**src/rtl/serial_addsub_if.sv**
```systemverilog
// serial_addsub_if
// Request/result bundle for the digit-serial adder/subtractor.
//   start          : request a new operation (honoured only while busy=0)
//   A, B           : operands, captured with an accepted start
//   Cin, Sub       : carry/borrow-in and mode (0=add, 1=subtract), captured with start
//   busy           : operation in progress
//   done           : one-cycle result-valid pulse
//   Sum, Carry     : registered result and final carry-out (subtract: 1 = no borrow)
//   Overflow       : two's-complement signed overflow of the result
// master drives the request side, slave is the arithmetic unit.
interface serial_addsub_if #(
  parameter int WIDTH = 8
);
  logic             start;
  logic [WIDTH-1:0] A;
  logic [WIDTH-1:0] B;
  logic             Cin;
  logic             Sub;
  logic             busy;
  logic             done;
  logic [WIDTH-1:0] Sum;
  logic             Carry;
  logic             Overflow;

  modport master (
    output start, A, B, Cin, Sub,
    input  busy, done, Sum, Carry, Overflow
  );

  modport slave (
    input  start, A, B, Cin, Sub,
    output busy, done, Sum, Carry, Overflow
  );
endinterface

```
**src/rtl/serial_addsub.sv**
```systemverilog
// serial_addsub
// Digit-serial two's-complement adder/subtractor. Each RUN cycle pushes DIGIT
// bits (LSB digit first) through a ripple of DIGIT full-adder cells, with the
// carry held in a register between digits. Subtraction is A + ~B + ~Cin.
// Ports:
//   clk  : clock, all state changes on the rising edge
//   rst  : synchronous active-high reset
//   bus  : serial_addsub_if slave (start/A/B/Cin/Sub in, busy/done/Sum/Carry/Overflow out)
// Timing: start accepted at edge 0 -> digits retired at edges 1..N, result and
// done=1 appear after edge N (N = WIDTH/DIGIT), busy=0 in the done cycle.
module serial_addsub #(
  parameter int WIDTH = 8,
  parameter int DIGIT = 1
) (
  input  logic            clk,
  input  logic            rst,
  serial_addsub_if.slave  bus
);

  if ((WIDTH < 2) || (WIDTH > 64) || (DIGIT < 1) || (DIGIT > WIDTH) ||
      ((WIDTH % DIGIT) != 0)) begin : g_bad_params
    $error("serial_addsub: WIDTH must be 2..64 and DIGIT must divide WIDTH");
  end

  localparam int N  = WIDTH / DIGIT;
  localparam int CW = (N > 1) ? $clog2(N) : 1;

  typedef enum logic {
    IDLE = 1'b0,
    RUN  = 1'b1
  } state_t;

  state_t           state_q,    state_d;
  logic [WIDTH-1:0] a_q,        a_d;
  logic [WIDTH-1:0] b_q,        b_d;
  logic [WIDTH-1:0] acc_q,      acc_d;
  logic             carry_q,    carry_d;
  logic [CW-1:0]    cnt_q,      cnt_d;
  logic             done_q,     done_d;
  logic [WIDTH-1:0] sum_q,      sum_d;
  logic             cout_q,     cout_d;
  logic             ovf_q,      ovf_d;

  logic [DIGIT-1:0]       digit_sum;
  logic                   digit_cout;
  logic                   digit_cin_top;
  logic [WIDTH+DIGIT-1:0] acc_shift;

  // Ripple of DIGIT full-adder cells over the low digit of the operand
  // shift registers. digit_cin_top keeps the carry entering the top cell,
  // which on the last digit is the carry into the MSB (for Overflow).
  always_comb begin
    digit_sum     = '0;
    digit_cout    = carry_q;
    digit_cin_top = carry_q;
    for (int i = 0; i < DIGIT; i++) begin
      digit_cin_top = digit_cout;
      digit_sum[i]  = a_q[i] ^ b_q[i] ^ digit_cout;
      digit_cout    = (a_q[i] & b_q[i]) | (digit_cout & (a_q[i] ^ b_q[i]));
    end
  end

  // New digit enters the accumulator from the top, so after N digits the
  // first (least significant) digit has reached bit 0.
  assign acc_shift = {digit_sum, acc_q};

  // Next-state logic. B is stored pre-inverted and the borrow pre-inverted
  // in subtract mode so the datapath is always a plain adder.
  always_comb begin
    state_d = state_q;
    a_d     = a_q;
    b_d     = b_q;
    acc_d   = acc_q;
    carry_d = carry_q;
    cnt_d   = cnt_q;
    done_d  = 1'b0;
    sum_d   = sum_q;
    cout_d  = cout_q;
    ovf_d   = ovf_q;
    unique case (state_q)
      IDLE: begin
        if (bus.start) begin
          a_d     = bus.A;
          b_d     = bus.Sub ? ~bus.B : bus.B;
          carry_d = bus.Sub ? ~bus.Cin : bus.Cin;
          acc_d   = '0;
          cnt_d   = '0;
          state_d = RUN;
        end
      end
      RUN: begin
        a_d     = a_q >> DIGIT;
        b_d     = b_q >> DIGIT;
        acc_d   = acc_shift[WIDTH+DIGIT-1:DIGIT];
        carry_d = digit_cout;
        cnt_d   = cnt_q + 1'b1;
        if (cnt_q == CW'(N - 1)) begin
          state_d = IDLE;
          done_d  = 1'b1;
          sum_d   = acc_shift[WIDTH+DIGIT-1:DIGIT];
          cout_d  = digit_cout;
          ovf_d   = digit_cout ^ digit_cin_top;
          carry_d = 1'b0;
          cnt_d   = '0;
        end
      end
      default: state_d = IDLE;
    endcase
  end

  // State and registered outputs; reset wins over everything, which also
  // discards an operation in flight without a done pulse.
  always_ff @(posedge clk) begin
    if (rst) begin
      state_q <= IDLE;
      a_q     <= '0;
      b_q     <= '0;
      acc_q   <= '0;
      carry_q <= 1'b0;
      cnt_q   <= '0;
      done_q  <= 1'b0;
      sum_q   <= '0;
      cout_q  <= 1'b0;
      ovf_q   <= 1'b0;
    end else begin
      state_q <= state_d;
      a_q     <= a_d;
      b_q     <= b_d;
      acc_q   <= acc_d;
      carry_q <= carry_d;
      cnt_q   <= cnt_d;
      done_q  <= done_d;
      sum_q   <= sum_d;
      cout_q  <= cout_d;
      ovf_q   <= ovf_d;
    end
  end

  assign bus.busy     = (state_q == RUN);
  assign bus.done     = done_q;
  assign bus.Sum      = sum_q;
  assign bus.Carry    = cout_q;
  assign bus.Overflow = ovf_q;

endmodule
```
**src/flat_wrapper.sv**
```systemverilog
// flat-port wrapper written by rule: the top's interface ports become plain ports
module serial_addsub_flat 
#(
  parameter int WIDTH = 8,
  parameter int DIGIT = 1
)
  (clk, rst, bus_start, bus_A, bus_B, bus_Cin, bus_Sub, bus_busy, bus_done, bus_Sum, bus_Carry, bus_Overflow);
  serial_addsub_if #(.WIDTH(WIDTH)) bus_i ();
  input  logic clk;
  input  logic rst;
  input wire logic [$bits(bus_i.start)-1:0] bus_start;
  input wire logic [$bits(bus_i.A)-1:0] bus_A;
  input wire logic [$bits(bus_i.B)-1:0] bus_B;
  input wire logic [$bits(bus_i.Cin)-1:0] bus_Cin;
  input wire logic [$bits(bus_i.Sub)-1:0] bus_Sub;
  output wire logic [$bits(bus_i.busy)-1:0] bus_busy;
  output wire logic [$bits(bus_i.done)-1:0] bus_done;
  output wire logic [$bits(bus_i.Sum)-1:0] bus_Sum;
  output wire logic [$bits(bus_i.Carry)-1:0] bus_Carry;
  output wire logic [$bits(bus_i.Overflow)-1:0] bus_Overflow;
  assign bus_i.start = bus_start;
  assign bus_i.A = bus_A;
  assign bus_i.B = bus_B;
  assign bus_i.Cin = bus_Cin;
  assign bus_i.Sub = bus_Sub;
  assign bus_busy = bus_i.busy;
  assign bus_done = bus_i.done;
  assign bus_Sum = bus_i.Sum;
  assign bus_Carry = bus_i.Carry;
  assign bus_Overflow = bus_i.Overflow;
  serial_addsub #(.WIDTH(WIDTH), .DIGIT(DIGIT)) u_core (.clk(clk), .rst(rst), .bus(bus_i));
endmodule
```
**config.mk**
```make
export PLATFORM = sky130hd
export DESIGN_NAME = serial_addsub_flat
export DESIGN_NICKNAME = d
export VERILOG_FILES = /design/src/rtl/serial_addsub_if.sv /design/src/rtl/serial_addsub.sv /design/src/flat_wrapper.sv
export SDC_FILE = /design/constraint.sdc
export NUM_CORES = 1
export LEC_CHECK = 0
export BUFFER_PORTS_ARGS = -buffer_cell sky130_fd_sc_hd__buf_2
export CAP_MARGIN = 10
export CELL_PAD_IN_SITES_DETAIL_PLACEMENT = 0
export CELL_PAD_IN_SITES_GLOBAL_PLACEMENT = 1
export CORE_UTILIZATION = 38
export CTS_CLUSTER_DIAMETER = 120
export DETAILED_ROUTE_END_ITERATION = 10
export GPL_ROUTABILITY_DRIVEN = 0
export GPL_TIMING_DRIVEN = 1
export MAX_ROUTING_LAYER = met4
export PLACE_DENSITY_LB_ADDON = 0.1
export SYNTH_ARGS = -nofsm -noshare
export SYNTH_HDL_FRONTEND = slang
export SYNTH_SLANG_ARGS = --single-unit
export TNS_END_PERCENT = 5
```
**constraint.sdc**
```tcl
create_clock -name clk -period 1.35 [get_ports clk]
set_input_delay 0.0675 -clock clk [delete_from_list [all_inputs] [get_ports clk]]
set_output_delay 0.0675 -clock clk [all_outputs]
set_load 0.02 [all_outputs]
```
==> impl_results.md <==
* Run status: finished, violations left
* Failing checks: setup timing
* Initial antenna violation count at 0
* Async SR Flop Fraction at 0
* Port Buffer Count at 32
* Cts bufs inserted at 5
* Largest net degree at the start of global routing at 35
* Clock skew at 0.00609 ns
* TritonCTS clock tree: built
* Crit path max-delay cell type: or4b_1
* Max Slew Vio Count at 0
* Cell family with the largest share of critical-path delay: simple AND/OR/NAND/NOR gates
* Least-Margin Pin Slew at 0.377 ns
* Crit path launch type: register
* Area leader, netlist: dfxtp_1
* Rel. slew slack at 0.749
* Area growth from synthesis to layout at 19.6%
* FMAX at 0.722 GHz
* R2R setup slack at -0.03 ns
* Cell Rows at 25
* Hold Violations, Final at 0
* DR vias/cell at 4.97
* Hold Path Depth at 3
* Crit-path max cell delay at 0.49 ns
* Final setup vio count at 1
* Cell Pwr Density at 1060 nW/um2
* Synth unique cells at 31
* DIE HEIGHT at 72.4 um
* Adder-cell share of the synthesized area at 0.0305
* Drt drc at 0
* Number of max-cap violations at 0
* Clock sinks at 39
* Synth top area share at 0.414
* Synth Flop Type: dfxtp_1
* Clock latency at the later pin of the worst-skew pair at 0.29 ns
* Mapped Cells at 189
* Routed WL at 3800 um
* Flops & latches, synth at 39
* Worst-path maximum fanout at 2
* RSZ-0062 raised after global routing: yes
* Setup crit end kind: register
* H-tree levels at 2
* Main combinational cell family by area after synthesis: simple AND/OR/NAND/NOR gates
* Worst Hold Class: in2reg
* Hold_buf cts at 0
* First-pass GRT wire length at 6360 um
* Post-Synth XOR/XNOR Area at 0.0464
* Filler cell count at 470
* Critical path type: reg2reg
* GRT Resource Usage Total at 0.162
* Number of synthesized flops with an enable pin at 0
* Worst setup margin at -0.0346 ns
* Synth Cell Area at 1890 um2
* Syn_nets at 214
* Die width at 72.4 um
* Peak supply drop at 0.469 mV
* Final Power at 2.39 mW
* Worst hold slack at 0.0820 ns
* Antenna Diode Count at 0
* CP Launch Point: u_core.a_q[0]
* Die ar. at 5250 um2
* Routed Antenna Nets at 0
* Initial core utilization at 0.397
* Vias in the first global route at 1391
* Min Tclk post-route at 1.38 ns
* DRT Pass-1 Iters at 4
* Post-synthesis compound-gate area fraction at 0.184
* Via count at 1441
* WP buf/inv at 1
* Final core utilization at 0.474
* Hold_sp: bus_A[7]
* Reg-to-Reg End: u_core.carry_q
* Synth warnings at 0
* Root buffer selected by CTS: clkbuf_8
* Layout cells sized above 1 at 0.318
* Top cells by area, synth: dfxtp_1 (41%), or3b_1 (5.6%), a21oi_1 (5.0%)
* Worst r2r src: u_core.a_q[0]
* Clk slew on worst S/H paths at 0.08 ns
* CTS Buffer Depth at 2
* Cell leakage power at 0.860 nW
* Mean Syn Cell Area at 9.98 um2
* Post-DP HPWL at 2490 um
* Final net count at 247
* GRT Residual Overflow at 0
* Register area share after synthesis at 0.414
* Tcrit/Tclk final at 1.03
* Mux contribution to synthesized area at 0.0425
* Core box area at 4750 um2
* Worst path cell trace: inv_2 > fa_2 > or4b_1 > o211ai_2
* DR iter-0 viols at 70
* I/O pins at 33
* Depth of the most critical reg-to-reg path at 4
* Hold endpoint: u_core.a_q[7]
* Worst Path Required at 1.57 ns
* Post-Synth Simple-Gate Area at 0.210
* Arrival time of the worst setup path at 1.60 ns
* DR WL/cell at 13.1 um
==> power breakdown <==
group | total, mW | internal (mW) | leakage [nW] | switching [mW]
Combinational | 0.296 | 0.143 | 0.489 | 0.154
Sequential | 1.23 | 1.20 | 0.319 | 0.0315
Clock | 0.866 | 0.467 | 0.0515 | 0.400
==> synthesized netlist by cell type, types with 3 or more instances <==
| cell type | number |
|---|---|
| or4b_1 | 5 |
| dfxtp_1 | 39 |
| buf_4 | 6 |
| ha_1 | 3 |
| o221ai_2 | 3 |
| nor2_1 | 3 |
| or4b_4 | 4 |
| a21oi_1 | 19 |
| a211oi_1 | 9 |
| xnor2_1 | 9 |
| o221ai_1 | 4 |
| mux2i_1 | 8 |
| or3b_1 | 12 |
| a21bo_1 | 7 |
| buf_2 | 10 |
| nand2_1 | 16 |
| inv_1 | 3 |
| nor2b_1 | 7 |
| nand3_1 | 7 |
==> worst reg2reg max path, cell delays in order, from the launching register on <==
cell	delay, ns
dfxtp_2	0.33
inv_2	0.04
fa_2	0.37
or4b_1	0.49
o211ai_2	0.08
==> placed cells by master (no fill, tap or decap), types with 2 or more instances in the layout <==
cell / n
dfxtp_1: 35
buf_2: 32
a21oi_1: 19
nand2_1: 16
or3b_1: 12
buf_4: 12
xnor2_1: 9
mux2i_1: 8
a211oi_1: 8
nor2b_1: 7
nand3_1: 7
a21bo_1: 7
clkbuf_8: 7
or4b_1: 5
or4b_4: 4
o221ai_1: 4
dfxtp_2: 4
nor2_1: 3
o221ai_2: 3
inv_1: 2
inv_2: 2
nand2b_1: 2
nor3_1: 2
ha_4: 2
==> repair_timing <==
| item | in CTS | in global routing |
|---|---|---|
| endpoints found under the setup margin | 1 | 4 |
| buffers inserted | 0 | 0 |
| resized for setup | 2 | 1 |
| cloned | 0 | 0 |
==> cell families (layout without fill, tap and decap cells) <==
kind of cell | count (synthesis) | after routing
xor gates and xnor gates | 10 | 10
muxes | 8 | 8
and+or+nand+nor | 60 | 60
adders and majority gates | 4 | 4
AOI/OAI and AO/OA | 45 | 45
buffers and inverters | 23 | 57
DFF | 39 | 39
==> worst max path at each step <==
stage | end | slack, ns | depth (start not counted)
global placement | u_core.carry_q | -0.03 | 4
floorplan | u_core.carry_q | -0.05 | 5
CTS | u_core.carry_q | -0.04 | 4
global route | u_core.carry_q | -0.07 | 4
finish | u_core.carry_q | -0.03 | 4
detailed placement | u_core.carry_q | -0.05 | 4
==> final cells by class <==
class | count | area [um2] | area share
Multi-Input combinational cell | 127 | 1000 | 0.444
Sequential cell | 39 | 786 | 0.348
Timing Repair Buffer | 45 | 270 | 0.120
Clock buffer | 8 | 100 | 0.0444
Tap cell | 67 | 83.8 | 0.0372
Inverter | 4 | 15.0 | 0.00666
==> metal layers <==
metal | wire [um] | GRT usage | part of all wire
met1 | 1830 | 0.201 | 0.48
met2 | 1760 | 0.254 | 0.46
met3 | 157 | 0.0417 | 0.041
met4 | 52 | 0.0588 | 0.014
met5 | 0 | - | 0
==> stage by stage <==
step,setup TNS (ns),instances,cell area [um2],setup WS [ns]
after global placement,-0.0303,282,2150,-0.0303
final,-0.0346,290,2260,-0.0346
after floorplan,-0.0461,189,1920,-0.0461
after global routing,-0.108,290,2260,-0.0702
after detailed placement,-0.0458,282,2150,-0.0458
after CTS,-0.0367,290,2250,-0.0367
==> registers in the layout (all words and copies together), names as in the netlist <==
name / count
u_core.bus.busy: 1
u_core.carry_q: 1
u_core.bus.Overflow: 1
u_core.cnt_q: 3
u_core.bus.Carry: 1
u_core.bus.done: 1
u_core.bus.Sum: 8
u_core.a_q: 8
u_core.b_q: 8
u_core.acc_q: 7
(Power assumes the default switching activity.)
